===== config.mk =====
export PLATFORM = sky130hd
export DESIGN_NAME = multi_accumulator
export DESIGN_NICKNAME = d
export VERILOG_FILES = /design/src/rtl/multi_accumulator_pkg.sv /design/src/rtl/multi_accumulator_button_conditioner.sv /design/src/rtl/multi_accumulator.sv
export SDC_FILE = /design/constraint.sdc
export NUM_CORES = 1
export LEC_CHECK = 0
export BUFFER_PORTS_ARGS = -buffer_cell sky130_fd_sc_hd__buf_2
export CORE_MARGIN = 4
export CORE_UTILIZATION = 58
export DETAILED_ROUTE_END_ITERATION = 8
export PLACE_DENSITY = 0.85
export SLEW_MARGIN = 10
export SYNTH_ARGS = -nofsm -noshare
export SYNTH_HDL_FRONTEND = slang
export SYNTH_SLANG_ARGS = --single-unit

===== constraint.sdc =====
create_clock -name clk -period 2.8 [get_ports clk]
set_input_delay 0.14 -clock clk [delete_from_list [all_inputs] [get_ports clk]]
set_output_delay 0.14 -clock clk [all_outputs]
set_load 0.01 [all_outputs]

===== src/rtl/multi_accumulator_pkg.sv =====
// Shared op encodings and the wrap/saturate arithmetic helpers for multi_accumulator.
package multi_accumulator_pkg;

  // Op codes reported on op_code (00 also means "no op selected" internally).
  localparam logic [1:0] OP_NONE = 2'b00;
  localparam logic [1:0] OP_ADD  = 2'b01;
  localparam logic [1:0] OP_SUB  = 2'b10;
  localparam logic [1:0] OP_CLR  = 2'b11;

  // Arithmetic is carried out in a fixed 64-bit container; callers pass the real
  // total width and use only the low bits of the result. Valid for acc_w < 64.
  localparam int unsigned ARITH_W = 64;

  typedef logic [ARITH_W-1:0] arith_t;

  // Low acc_w bits set.
  function automatic arith_t width_mask(input int unsigned acc_w);
    return (arith_t'(1) << acc_w) - arith_t'(1);
  endfunction

  // Returns {carry, result}. Inputs must already fit in acc_w bits. With saturate
  // set, a carry clamps the result to all ones instead of wrapping.
  function automatic logic [ARITH_W:0] sat_add(input arith_t      total,
                                               input arith_t      operand,
                                               input int unsigned acc_w,
                                               input logic        saturate);
    logic [ARITH_W:0] sum;
    arith_t           mask;
    arith_t           res;
    logic             carry;
    mask  = width_mask(acc_w);
    sum   = {1'b0, total} + {1'b0, operand};
    // Both operands are below 2^acc_w, so anything above acc_w bits is the carry.
    carry = ((sum >> acc_w) != '0);
    res   = sum[ARITH_W-1:0] & mask;
    if (saturate && carry) begin
      res = mask;
    end
    return {carry, res};
  endfunction

  // Returns {borrow, result}. With saturate set, a borrow clamps the result to 0.
  function automatic logic [ARITH_W:0] sat_sub(input arith_t      total,
                                               input arith_t      operand,
                                               input int unsigned acc_w,
                                               input logic        saturate);
    arith_t mask;
    arith_t res;
    logic   borrow;
    mask   = width_mask(acc_w);
    borrow = (operand > total);
    res    = (total - operand) & mask;
    if (saturate && borrow) begin
      res = '0;
    end
    return {borrow, res};
  endfunction

endpackage


===== src/rtl/multi_accumulator_button_conditioner.sv =====
// Synchroniser, stable-count debouncer and rising-edge detector for one raw button.
module button_conditioner #(
  parameter int unsigned DEBOUNCE_CYCLES = 4
) (
  input  logic clk,
  input  logic rst,
  input  logic btn_raw,
  output logic press
);

  localparam int unsigned CntW = (DEBOUNCE_CYCLES > 1) ? $clog2(DEBOUNCE_CYCLES) : 1;
  localparam logic [CntW-1:0] CntLast = CntW'(DEBOUNCE_CYCLES - 1);

  logic            sync1_q, sync1_d;
  logic            sync2_q, sync2_d;
  logic            level_q, level_d;
  logic            level_prev_q, level_prev_d;
  logic [CntW-1:0] cnt_q, cnt_d;

  // Next state: two-stage sync, then accept a level change only after it has
  // differed from the debounced level for DEBOUNCE_CYCLES consecutive samples.
  always_comb begin
    sync1_d      = btn_raw;
    sync2_d      = sync1_q;
    level_d      = level_q;
    level_prev_d = level_q;
    cnt_d        = '0;
    if (sync2_q != level_q) begin
      if (cnt_q == CntLast) begin
        level_d = sync2_q;
      end else begin
        cnt_d = cnt_q + CntW'(1);
      end
    end
  end

  // State registers with synchronous reset.
  always_ff @(posedge clk) begin
    if (rst) begin
      sync1_q      <= 1'b0;
      sync2_q      <= 1'b0;
      level_q      <= 1'b0;
      level_prev_q <= 1'b0;
      cnt_q        <= '0;
    end else begin
      sync1_q      <= sync1_d;
      sync2_q      <= sync2_d;
      level_q      <= level_d;
      level_prev_q <= level_prev_d;
      cnt_q        <= cnt_d;
    end
  end

  // Single-cycle pulse on the debounced rising edge; releases produce nothing.
  assign press = level_q & ~level_prev_q;

endmodule


===== src/rtl/multi_accumulator.sv =====
// Running-total accumulator driven by debounced add/subtract/clear buttons.
module multi_accumulator
  import multi_accumulator_pkg::*;
#(
  parameter int unsigned DATA_W          = 5,
  parameter int unsigned ACC_W           = 16,
  parameter int unsigned DEBOUNCE_CYCLES = 4,
  parameter bit          SATURATE        = 1'b0,
  parameter int unsigned CNT_W           = 8
) (
  input  logic              clk,
  input  logic              rst,
  input  logic [DATA_W-1:0] dipswitch,
  input  logic              add_btn,
  input  logic              sub_btn,
  input  logic              clr_btn,
  output logic [ACC_W-1:0]  total,
  output logic              overflow,
  output logic              op_done,
  output logic [1:0]        op_code,
  output logic [CNT_W-1:0]  op_count
);

  logic add_press;
  logic sub_press;
  logic clr_press;

  button_conditioner #(
    .DEBOUNCE_CYCLES(DEBOUNCE_CYCLES)
  ) u_add_cond (
    .clk    (clk),
    .rst    (rst),
    .btn_raw(add_btn),
    .press  (add_press)
  );

  button_conditioner #(
    .DEBOUNCE_CYCLES(DEBOUNCE_CYCLES)
  ) u_sub_cond (
    .clk    (clk),
    .rst    (rst),
    .btn_raw(sub_btn),
    .press  (sub_press)
  );

  button_conditioner #(
    .DEBOUNCE_CYCLES(DEBOUNCE_CYCLES)
  ) u_clr_cond (
    .clk    (clk),
    .rst    (rst),
    .btn_raw(clr_btn),
    .press  (clr_press)
  );

  logic [ACC_W-1:0] total_q, total_d;
  logic             overflow_q, overflow_d;
  logic             op_done_q, op_done_d;
  logic [1:0]       op_code_q, op_code_d;
  logic [CNT_W-1:0] op_count_q, op_count_d;

  logic [1:0]       op_sel;
  logic [ARITH_W:0] add_res;
  logic [ARITH_W:0] sub_res;

  // Upper container bits are zero by construction; fold them into a sink.
  logic unused_res_bits;
  assign unused_res_bits = ^{add_res[ARITH_W-1:ACC_W], sub_res[ARITH_W-1:ACC_W]};

  // Operands zero-extended into the shared arithmetic container.
  always_comb begin
    add_res = sat_add(arith_t'(total_q), arith_t'(dipswitch), ACC_W, SATURATE);
    sub_res = sat_sub(arith_t'(total_q), arith_t'(dipswitch), ACC_W, SATURATE);
  end

  // Op priority: clear beats everything; add and sub together cancel out.
  always_comb begin
    op_sel = OP_NONE;
    if (clr_press) begin
      op_sel = OP_CLR;
    end else if (add_press && !sub_press) begin
      op_sel = OP_ADD;
    end else if (sub_press && !add_press) begin
      op_sel = OP_SUB;
    end
  end

  // Next-state for the result registers; overflow only ever sets except on clear.
  always_comb begin
    total_d    = total_q;
    overflow_d = overflow_q;
    op_code_d  = op_code_q;
    op_count_d = op_count_q;
    op_done_d  = 1'b0;
    unique case (op_sel)
      OP_ADD: begin
        total_d    = add_res[ACC_W-1:0];
        overflow_d = overflow_q | add_res[ARITH_W];
      end
      OP_SUB: begin
        total_d    = sub_res[ACC_W-1:0];
        overflow_d = overflow_q | sub_res[ARITH_W];
      end
      OP_CLR: begin
        total_d    = '0;
        overflow_d = 1'b0;
      end
      OP_NONE: ;
    endcase
    if (op_sel != OP_NONE) begin
      op_code_d  = op_sel;
      op_count_d = op_count_q + CNT_W'(1);
      op_done_d  = 1'b1;
    end
  end

  // Result registers with synchronous reset.
  always_ff @(posedge clk) begin
    if (rst) begin
      total_q    <= '0;
      overflow_q <= 1'b0;
      op_done_q  <= 1'b0;
      op_code_q  <= OP_NONE;
      op_count_q <= '0;
    end else begin
      total_q    <= total_d;
      overflow_q <= overflow_d;
      op_done_q  <= op_done_d;
      op_code_q  <= op_code_d;
      op_count_q <= op_count_d;
    end
  end

  assign total    = total_q;
  assign overflow = overflow_q;
  assign op_done  = op_done_q;
  assign op_code  = op_code_q;
  assign op_count = op_count_q;

endmodule


Yosys cells after proc, flatten, opt, wreduce, memory -nomap -nowiden
Index checks and enable logic that the tools add are counted.
- register bits after elaboration: 46
- output and inout port bits: 28
- input bits: 10
- word-level logic and storage cells: 66
- $add $sub $neg: 6
- mux-type cells: 6
- bitwise operators: 11
- equality and inequality tests: 9
- order comparisons: 1
- reduce and logical (&&, ||, !) cells: 13
- operators by type and width (cell ; number):
    $reduce_bool A65 Y1 ; 1
    $pmux W16 S3 ; 1
    $add A16 B5 Y17 ; 1
    $gt A5 B16 Y1 ; 1
    $sub A16 B5 Y16 ; 1
    $eq A2 B2 Y1 const B ; 5
    $reduce_or A3 Y1 ; 3
    $add A8 B1 Y8 const B ; 1
    $add A2 B1 Y2 const B ; 3
    $mux W2 ; 3
    $not A1 Y1 ; 6
    $reduce_and A2 Y1 ; 3
    $and A1 B1 Y1 ; 3
    $ne A1 B1 Y1 ; 3
    $pmux W1 S3 ; 1
    $reduce_bool A3 Y1 ; 1
    $eq A2 B1 Y1 const B ; 1
    $logic_and A1 B1 Y1 ; 2
    $logic_not A1 Y1 ; 2
    $or A1 B1 Y1 ; 2
    $reduce_bool A2 Y1 ; 1
    $mux W1 ; 1

Logic depth before layout (Yosys ltp)
Gate-level depths: netlist (run 1).
- word-level depth: 9
- gate-level depth with buffers: 9

By module
A second synthesis (run 1) with hierarchy kept.
- cells, all modules: 285
- area, all modules: 2509.9 µm²
- modules (own cells, without submodules) (module ; sequential area each (µm²) ; cells an instance ; times used ; area an instance (µm²)):
    multi_accumulator ; 560.5 ; 237 ; 1 ; 1905.6
    button_conditioner ; 120.1 ; 16 ; 3 ; 201.4

Worst setup path before layout (run 1)
No wires, ideal clock.
- kind: reg2reg
- start: reg total_q[0], in the netlist total[0]
- end: reg total_q[10], in the netlist total[10]
- library setup time: 0.086 ns
- clock period less this slack: 2.105 ns
- data arrival time: 2.020 ns
- path slack: 0.695 ns
- stages on the path, launching flop included: 8
- cells stage by stage: dfxtp_1 > ha_1 > fa_1 > nor2b_1 > o21ai_0 > a21oi_1 > o311a_1 > a211oi_1
- cells in the longest elaborated chain, start to end: 2
- ends and longest elaborated chain (item ; RTL line ; source):
    start: declaration ; multi_accumulator.sv:55 ; logic [ACC_W-1:0] total_q, total_d;
    start signal: assignment ; multi_accumulator.sv:125 ; total_q <= total_d;
    $sub A16 B5 Y16 or $add A16 B5 Y17 (tied branches) ; multi_accumulator_pkg.sv:52, multi_accumulator_pkg.sv:32 ;
    $pmux W16 S3 * ; multi_accumulator.sv:94 ; unique case (op_sel)
Every way passes the cells marked *; elsewhere a longest branch is shown, timed or not.
A chain may end at the register's enable or synchronous reset.

Final worst setup path (run 1)
Same ends and word-level chain as after synthesis.

==> results.cfg, run 1 <==
[yosys]
synth_nets = 354
synthArstFlopShare = 0
syn_inst = 328
synth_top_area_cell = dfxtp_1
synth_edf_count = 0
synth.distinct_cells = 65
ys_warn_count = 0
ys_seq_area_frac = 0.330
synthFlopType = dfxtp_1
syn_area_per_cell_um2 = 8.52
synth_top_area_frac = 0.330
ys_top_cells_by_area = dfxtp_1 (33%), ha_1 (6.3%), nor2_1 (4.6%)
ys_ff_latch = 46
syn_area_um2 = 2790

[layout]
drive_gt1_frac = 0.161
final_cell_mix = dfxtp_1 (46), buf_2 (37), nor2_1 (34), nand2_1 (23)
nFillCells = 399
antennaDiodeCount = 0
regArea_um2 = 921
stdcell_count = 413
layout_commonest_cell = dfxtp_1
nets = 386
area_growth_pct = 9.58
multi_input_area_um2 = 1720

[placement]
dp_hpwl_mm = 4.94
io_buffers = 37
place.gp.congestion = 0.934
placed_cells = 405

[clocking]
cts_tree = built
clkLatencyLatePin_ps = 300
root_buffer = clkbuf_8
ctsHtreeMaxLevel = 2
cts_sinks = 46
clkSlewWorstSetupHoldPaths_ps = 90
post-cts-setup-buffer-count = 0
cts_resized = 0
cts-buffers-inserted = 5
hold_buffers = 0
clockBufferDepth = 2

[route]
wl_mm = 7.02
drt_first_pass_iters = 5
wl_per_cell_um = 17.0
drt-initial-drc-count = 236
avgViaCountPerCell = 6.29
routed-via-count = 2598
final_antenna_net_count = 0
drc = 0

[timing]
setup_viol = 0
report.final.hold_viol_count = 0
relSlewSlack = 0.526
fin_crit_ps = 2440
tns_ps = 0
rsz0062_at_grt = no
tightest_slew_ps = 710
fin_crit_sh = 0.871
fmax_mhz = 410
slew_viol_final = 0
worst_clock_skew_ps = 2.62

[setup_path]
critPathKind = register to register
crit_fanout = 6
worstPathArrival_ps = 2660
r2r-start = total[0]
critical_path_required_ps = 3020
endpoint_kind = register
startpoint = total[0]
crit_path_start_kind = register

[die]
die_y_um = 77.4
die_x_um = 77.4
initial_utilization = 0.620
fp.coreArea_um2 = 4500
die_area_um2 = 5990
rows = 24
ios = 38

[grt]
grt_max_degree = 38
antenna_found_initial = 0
track_usage = 0.242
first_global_vias = 2483
grt.overflow.total = 0
grt_pass1_wl_mm = 11.8

[pwr]
ir_drop_mv = 0.212
powerDensity_nw_per_um2 = 366
p_leak_uw = 0.00123

[status]
outcome = finished, final reports clean

[worst_hold_path]
min_path_type = input port to register
hold_path.startpoint = clr_btn

[run]
maxCapViolCount = 0
[routing by layer]
metal | routed length [um] | part of all wire | vias up | global-route usage
met5 | 0 | 0 | - | 0
met4 | 223 | 0.032 | 0 | 0.0943
met3 | 758 | 0.11 | 24 | 0.0637
met2 | 3140 | 0.45 | 156 | 0.388
met1 | 2900 | 0.41 | 1169 | 0.313
li1 | - | - | 1249 | -
[path summary, 6_finish.rpt]
check	to	slack (ps)	cells after the start
worst max-delay path	total[10]	360	7
worst min-delay path	u_clr_cond.sync1_q	40	2
worst max register to register	total[10]	360	7
worst min register to register	u_clr_cond.cnt_q[0]	420	1
[cells by family (layout without fill, tap and decap cells)]
kind of cell | Yosys count | after routing | synth area share
buffers and inverters | 31 | 64 | 0.0542
DFF | 46 | 46 | 0.330
muxes | 5 | 5 | 0.0179
and+or+nand+nor | 135 | 135 | 0.266
xor gates and xnor gates | 15 | 15 | 0.0524
adders and majority gates | 16 | 16 | 0.0770
AOI/OAI and AO/OA | 80 | 80 | 0.202
[registers in the layout, summed over array words and instances (netlist names)]
register and cells:
u_clr_cond.sync1_q 1, u_sub_cond.cnt_q 2, u_sub_cond.level_prev_q 1, u_add_cond.level_prev_q 1, u_add_cond.level_prev_d 1, u_add_cond.sync1_q 1, u_sub_cond.sync1_q 1, op_done 1
u_clr_cond.sync2_q 1, op_code 2, op_count 8, u_clr_cond.cnt_q 2, u_sub_cond.level_prev_d 1, overflow 1, u_sub_cond.sync2_q 1, u_add_cond.cnt_q 2
u_clr_cond.level_prev_q 1, u_clr_cond.level_prev_d 1, u_add_cond.sync2_q 1, total 16
[metrics by stage]
stage	total power (uW)	hold slack [ps]	setup WS (ps)	area, um2	utilization
3_3_place_gp	726	351	577	2980	0.661
4_1_cts	1120	45.8	417	3060	0.680
5_1_grt	1160	56.3	261	3060	0.680
3_5_place_dp	728	356	455	2980	0.661
2_1_floorplan	715	268	695	2790	-
6_report	1120	44.9	360	3060	0.680
[synthesized netlist by cell type, types with 3 or more instances]
library cell,n
a2111oi_0,5
a211oi_1,10
a21oi_1,16
and2_1,3
and3_1,4
buf_2,4
buf_6,3
clkbuf_1,5
dfxtp_1,46
ha_1,14
inv_1,16
mux2i_1,5
nand2_1,23
nand2b_1,9
nand3_1,9
nand4_1,3
nor2_1,34
nor2b_1,13
nor3_1,8
nor4_1,5
nor4b_1,3
o2111ai_1,3
o21ai_0,14
or3_1,5
xnor2_1,9
xor2_1,4
[critical path, stage by stage (launching register included)]
cell	delay, ps
dfxtp_1	350
ha_1	220
fa_1	390
nor2b_1	170
o21ai_0	500
a21oi_1	190
o311a_1	330
a211oi_1	210
[power by group]
group / switching (uW) / internal (uW) / total [uW]
Combinational: 32.0 / 20.5 / 52.5
Sequential: 2.33 / 659 / 661
Clock: 231 / 177 / 407
[cell type report]
class | count | area share
inverter | 16 | 0.0196
timing repair buffer | 40 | 0.0678
clock buffer | 6 | 0.0237
sequential | 46 | 0.301
clock inverter | 2 | 0.00450
tap | 52 | 0.0213
multi-input combinational | 251 | 0.562
Power figures use the tool's default switching activity.
==> run 2, diff against run 1 <==
--- a/config.mk
+++ b/config.mk
@@ -7,10 +7,12 @@
 export LEC_CHECK = 0
 export BUFFER_PORTS_ARGS = -buffer_cell sky130_fd_sc_hd__buf_2
 export CORE_MARGIN = 4
-export CORE_UTILIZATION = 58
+export CORE_UTILIZATION = 57
 export DETAILED_ROUTE_END_ITERATION = 8
 export PLACE_DENSITY = 0.85
+export REMOVE_ABC_BUFFERS = 1
 export SLEW_MARGIN = 10
 export SYNTH_ARGS = -nofsm -noshare
 export SYNTH_HDL_FRONTEND = slang
+export SYNTH_HIERARCHICAL = 1
 export SYNTH_SLANG_ARGS = --single-unit
==> run 2 against run 1 <==
Critical path depth decreased by 1. Via count down 9.2%. Die area down 7.7%. Hold slack improved by 8.8 ps.
==> results.cfg, run 2 <==
[route]
final_antenna_net_count = 0
routed-via-count = 2359
avgViaCountPerCell = 6.31
drc = 0
wl_per_cell_um = 16.1
wl_mm = 6.01
drt_first_pass_iters = 7
drt-initial-drc-count = 225

[yosys]
ys_top_cells_by_area = dfxtp_1 (37%), ha_1 (7.0%), a21oi_1 (4.2%)
ys_seq_area_frac = 0.367
syn_inst = 285
synthArstFlopShare = 0
synth_top_area_cell = dfxtp_1
synth_top_area_frac = 0.367
ys_warn_count = 6
syn_area_per_cell_um2 = 8.81
synthFlopType = dfxtp_1
ys_ff_latch = 46
yosys-top-cells-count = dfxtp_1 (46), nor2_1 (22), a21oi_1 (21)
syn_area_um2 = 2510
yosysMostFrequentCell = dfxtp_1
synth.distinct_cells = 51
synth_edf_count = 0

[timing]
fin_crit_ps = 2480
worst_clock_skew_ps = 7.51
rsz0062_at_grt = no
tns_ps = 0
setup_viol = 0
fmax_mhz = 403
fin_crit_sh = 0.887
slew_viol_final = 0
relSlewSlack = 0.599
tightest_slew_ps = 587
report.final.hold_viol_count = 0

[clocking]
clockBufferDepth = 2
hold_buffers = 0
cts_tree = built
ctsHtreeMaxLevel = 2
root_buffer = clkbuf_8
cts-buffers-inserted = 5
clkLatencyLatePin_ps = 300
clkSlewWorstSetupHoldPaths_ps = 90
cts_sinks = 46
post-cts-setup-buffer-count = 0
cts_resized = 0

[setup_path]
cp_top_family = simple AND/OR/NAND/NOR gates
crit_fanout = 15
critPathKind = register to register
endpoint_kind = register
critical-path-max-stage-delay_ps = 560
cp_cell_sequence = nor2b_1 -> nand2b_1 -> nand3_1 -> a31oi_1 -> o31a_1 -> o32a_1
critical_path_depth = 6
crit_path_start_kind = register
r2r-start = u_sub_cond/level_prev_d
critPathSlowestCell = nand2b_1
cp_num_buf_inv = 0
worstPathArrival_ps = 2730
startpoint = u_sub_cond/level_prev_d
critical_path_required_ps = 3040
rr_worst_depth = 6

[pwr]
ir_drop_mv = 0.341
p_seq_frac = 0.586
clkPwrFrac = 0.354
power_switching_uw = 273
swShare = 0.240
p_leak_uw = 0.00117
internal-power_uw = 866
powerDensity_nw_per_um2 = 402
p_comb_frac = 0.060

[placement]
place.gp.congestion = 0.931
io_buffers = 37
dp_hpwl_mm = 4.35
post_dp_cell_area_um2 = 2750
placed_cells = 366

[layout]
stdcell_count = 374
largest_reg_flops = 16
nets = 349
final_cell_mix = dfxtp_1 (46), buf_2 (37), nor2_1 (22), a21oi_1 (21), nor3_1 (18)
antennaDiodeCount = 0
drive_gt1_frac = 0.191
area_growth_pct = 12.9
final_area_um2 = 2830
layout_commonest_cell = dfxtp_1

[die]
fp.coreArea_um2 = 4120
ios = 38
die_y_um = 74.4
initial_utilization = 0.610
die_x_um = 74.4
die_area_um2 = 5530
rows = 23

[grt]
grt_max_degree = 36
antenna_found_initial = 0
first_global_vias = 2221
track_usage = 0.231
grt.overflow.total = 0
grt_pass1_wl_mm = 9.98

[worst_hold_path]
hold_path.startpoint = add_btn
min_path_type = input port to register
hold_depth = 2

[run]
maxCapViolCount = 0

[status]
outcome = finished, final reports clean
## run 2: worst paths after layout
path	slack [ps]	end
worst max-delay path	320	total[11]
worst min-delay path	50	u_add_cond/sync1_q
worst max register to register	320	total[11]
worst min register to register	430	u_add_cond/cnt_q[0]
## run 2: cells by family (layout without fill, tap and decap cells)
logic type               after synthesis  after routing  synth area share
AO/OA/AOI/OAI                         72             72             0.195
XOR/XNOR                              10             10            0.0349
adder cells (fa/ha/maj)               16             16            0.0857
buffers and inverters                 20             59            0.0314
flip-flops                            46             46             0.367
multiplexers                           3              3            0.0120
AND/OR/NAND/NOR                      118            118             0.274
## run 2: per-stage QoR
| stage | setup WS (ps) | power [uW] | hold WS [ps] | utilization |
|---|---|---|---|---|
| floorplan | 583 | 721 | 209 | - |
| global placement | 503 | 748 | 347 | 0.667 |
| detailed placement | 354 | 751 | 359 | 0.667 |
| CTS | 353 | 1150 | 50.7 | 0.689 |
| global route | 36.3 | 1190 | 63.8 | 0.689 |
| finish | 317 | 1140 | 53.7 | 0.689 |
## run 2: cell type report
cell class | count | area, um2
timing repair buffer | 41 | 215
tap | 50 | 62.6
clock buffer | 5 | 68.8
multi-input combinational | 219 | 1510
sequential | 46 | 921
clock inverter | 3 | 18.8
fill | 344 | 1280
inverter | 10 | 37.5
## run 2: power by group through the flow
stage | logic [uW] | clock network, uW | registers [uW]
after floorplan | 38.6 | 0 | 683
after global placement | 65.7 | 0 | 683
after detailed placement | 67.5 | 0 | 683
after CTS | 67.9 | 410 | 668
after global routing | 76.3 | 443 | 669
final | 68.3 | 404 | 668
## run 2: layer usage
metal | vias up | track usage | share of wire
met3 | 12 | 0.0527 | 0.072
li1 | 1136 | - | -
met5 | - | 0 | 0
met2 | 111 | 0.380 | 0.47
met4 | 0 | 0.0711 | 0.016
met1 | 1100 | 0.303 | 0.44
==> run 3, diff against run 2 <==
--- a/config.mk
+++ b/config.mk
@@ -6,9 +6,11 @@
 export NUM_CORES = 1
 export LEC_CHECK = 0
 export BUFFER_PORTS_ARGS = -buffer_cell sky130_fd_sc_hd__buf_2
+export CORE_ASPECT_RATIO = 1.1
 export CORE_MARGIN = 4
 export CORE_UTILIZATION = 57
 export DETAILED_ROUTE_END_ITERATION = 8
+export MAX_ROUTING_LAYER = met4
 export PLACE_DENSITY = 0.85
 export REMOVE_ABC_BUFFERS = 1
 export SLEW_MARGIN = 10
==> run 3 against run 2 <==
Clock skew is 11 ps higher. Global-route usage decreased by 0.39 points. Clock-buffer cell count did not move.
==> results.cfg, run 3 (same netlist as run 2, synthesis figures left out) <==
[route]
routed-via-count = 2359
avgViaCountPerCell = 6.24
drt-initial-drc-count = 277
top_layer = met4
wl_per_cell_um = 15.6
wl_met3_um = 420
drt_first_pass_iters = 4
drc = 0
met1_length_mm = 2.42
final_antenna_net_count = 0
wl_mm = 5.89
wl_met2_mm = 2.88

[grt]
grt_max_degree = 23
antenna_found_initial = 0
grt_pass1_wl_mm = 10.1
first_global_vias = 2343
grt.overflow.total = 0
track_usage = 0.227

[clocking]
clockBufferDepth = 2
root_buffer = clkbuf_8
hold_buffers = 0
cts_resized = 0
ctsHtreeMaxLevel = 2
clkSlewWorstSetupHoldPaths_ps = 80
clkLatencyLatePin_ps = 300
cts_sinks = 46
cts_tree = built
post-cts-setup-buffer-count = 0
cts-buffers-inserted = 5

[layout]
antennaDiodeCount = 0
nets = 349
nFillCells = 340
drive_gt1_frac = 0.191
stdcell_count = 378
fin_util = 0.668
area_growth_pct = 14.1
layout_commonest_cell = dfxtp_1
largest_reg_flops = 16
final_cell_mix = dfxtp_1 (46), buf_2 (37), nor2_1 (22), a21oi_1 (21), nor3_1 (18)

[run]
maxCapViolCount = 0

[timing]
rsz0062_at_grt = no
holdWs_ps = 59.3
worst_clock_skew_ps = 18.2
fin_crit_sh = 0.864
tightest_slew_ps = 602
fmax_mhz = 413
report.final.hold_viol_count = 0
slew_viol_final = 0
relSlewSlack = 0.588
tns_ps = 0
fin_crit_ps = 2420
setup_viol = 0

[pwr]
ir_drop_mv = 0.364
powerDensity_nw_per_um2 = 432
p_leak_uw = 0.00118

[status]
outcome = finished, final reports clean

[setup_path]
cp_cell_sequence = nor2b_1 -> nand2b_1 -> nand3_1 -> a31oi_1 -> o31a_1 -> o32a_1
crit_fanout = 15
crit_path_start_kind = register
endpoint_kind = register
critical-path-max-stage-delay_ps = 530
critPathSlowestCell = nand2b_1
worstPathArrival_ps = 2660
critPathKind = register to register
critical_path_required_ps = 3040

[die]
die_x_um = 71.3
die_y_um = 77.6
fp.coreArea_um2 = 4290
die_area_um2 = 5530
rows = 25
ios = 38
initial_utilization = 0.586

[placement]
placed_cells = 370
place.gp.congestion = 0.994
io_buffers = 37
dp_hpwl_mm = 4.25

[worst_hold_path]
min_path_type = input port to register
run 3: changes by cell type in the layout (fill, tap and decap cells not counted):
cell,before,now
bufinv_16,0,1
clkinv_2,2,1
run 3: layout make-up:
class	count	area, um2	area share
multi-input cells	219	1510	0.527
flip-flops and latches	46	921	0.322
repair buffers	41	215	0.0751
clock buffers	5	68.8	0.0240
well taps	54	67.6	0.0236
clock inverters	3	43.8	0.0153
inverters	10	37.5	0.0131
run 3: critical path, delay by kind of cell, from the launching register on:
kind	cells	cell delay, ps
DFF	1	380
and+or+nand+nor	3	1360
AOI/OAI and AO/OA	3	620
run 3: where the power goes:
group	leakage, uW	switching (uW)	internal, uW	total [uW]
combinational	0.000751	39.4	29.0	68.4
sequential	0.000372	6.78	661	668
clock	0.0000585	232	268	500
run 3: routing by layer:
| metal | global-route usage | vias to the layer above |
|---|---|---|
| li1 | - | 1134 |
| met1 | 0.265 | 1087 |
| met2 | 0.373 | 112 |
| met3 | 0.0337 | 26 |
| met4 | 0.120 | 0 |
| met5 | - | - |
run 3: final timing paths:
kind | slack [ps] | depth (start not counted) | endpoint | startpoint
hold / removal | 60 | 2 | u_sub_cond/sync1_q | sub_btn
setup / recovery | 380 | 6 | total[11] | u_sub_cond/level_prev_d
setup reg to reg | 380 | 6 | total[11] | u_sub_cond/level_prev_d
hold reg to reg | 440 | 1 | u_add_cond/cnt_q[0] | u_add_cond/cnt_q[0]
run 3: per-stage QoR:
stage / power [uW] / setup WS [ps] / area, um2
5_1_grt: 1290 / 166 / 2860
3_3_place_gp: 748 / 492 / 2750
2_1_floorplan: 721 / 583 / 2470
6_report: 1240 / 381 / 2860
4_1_cts: 1250 / 449 / 2860
3_5_place_dp: 751 / 473 / 2750
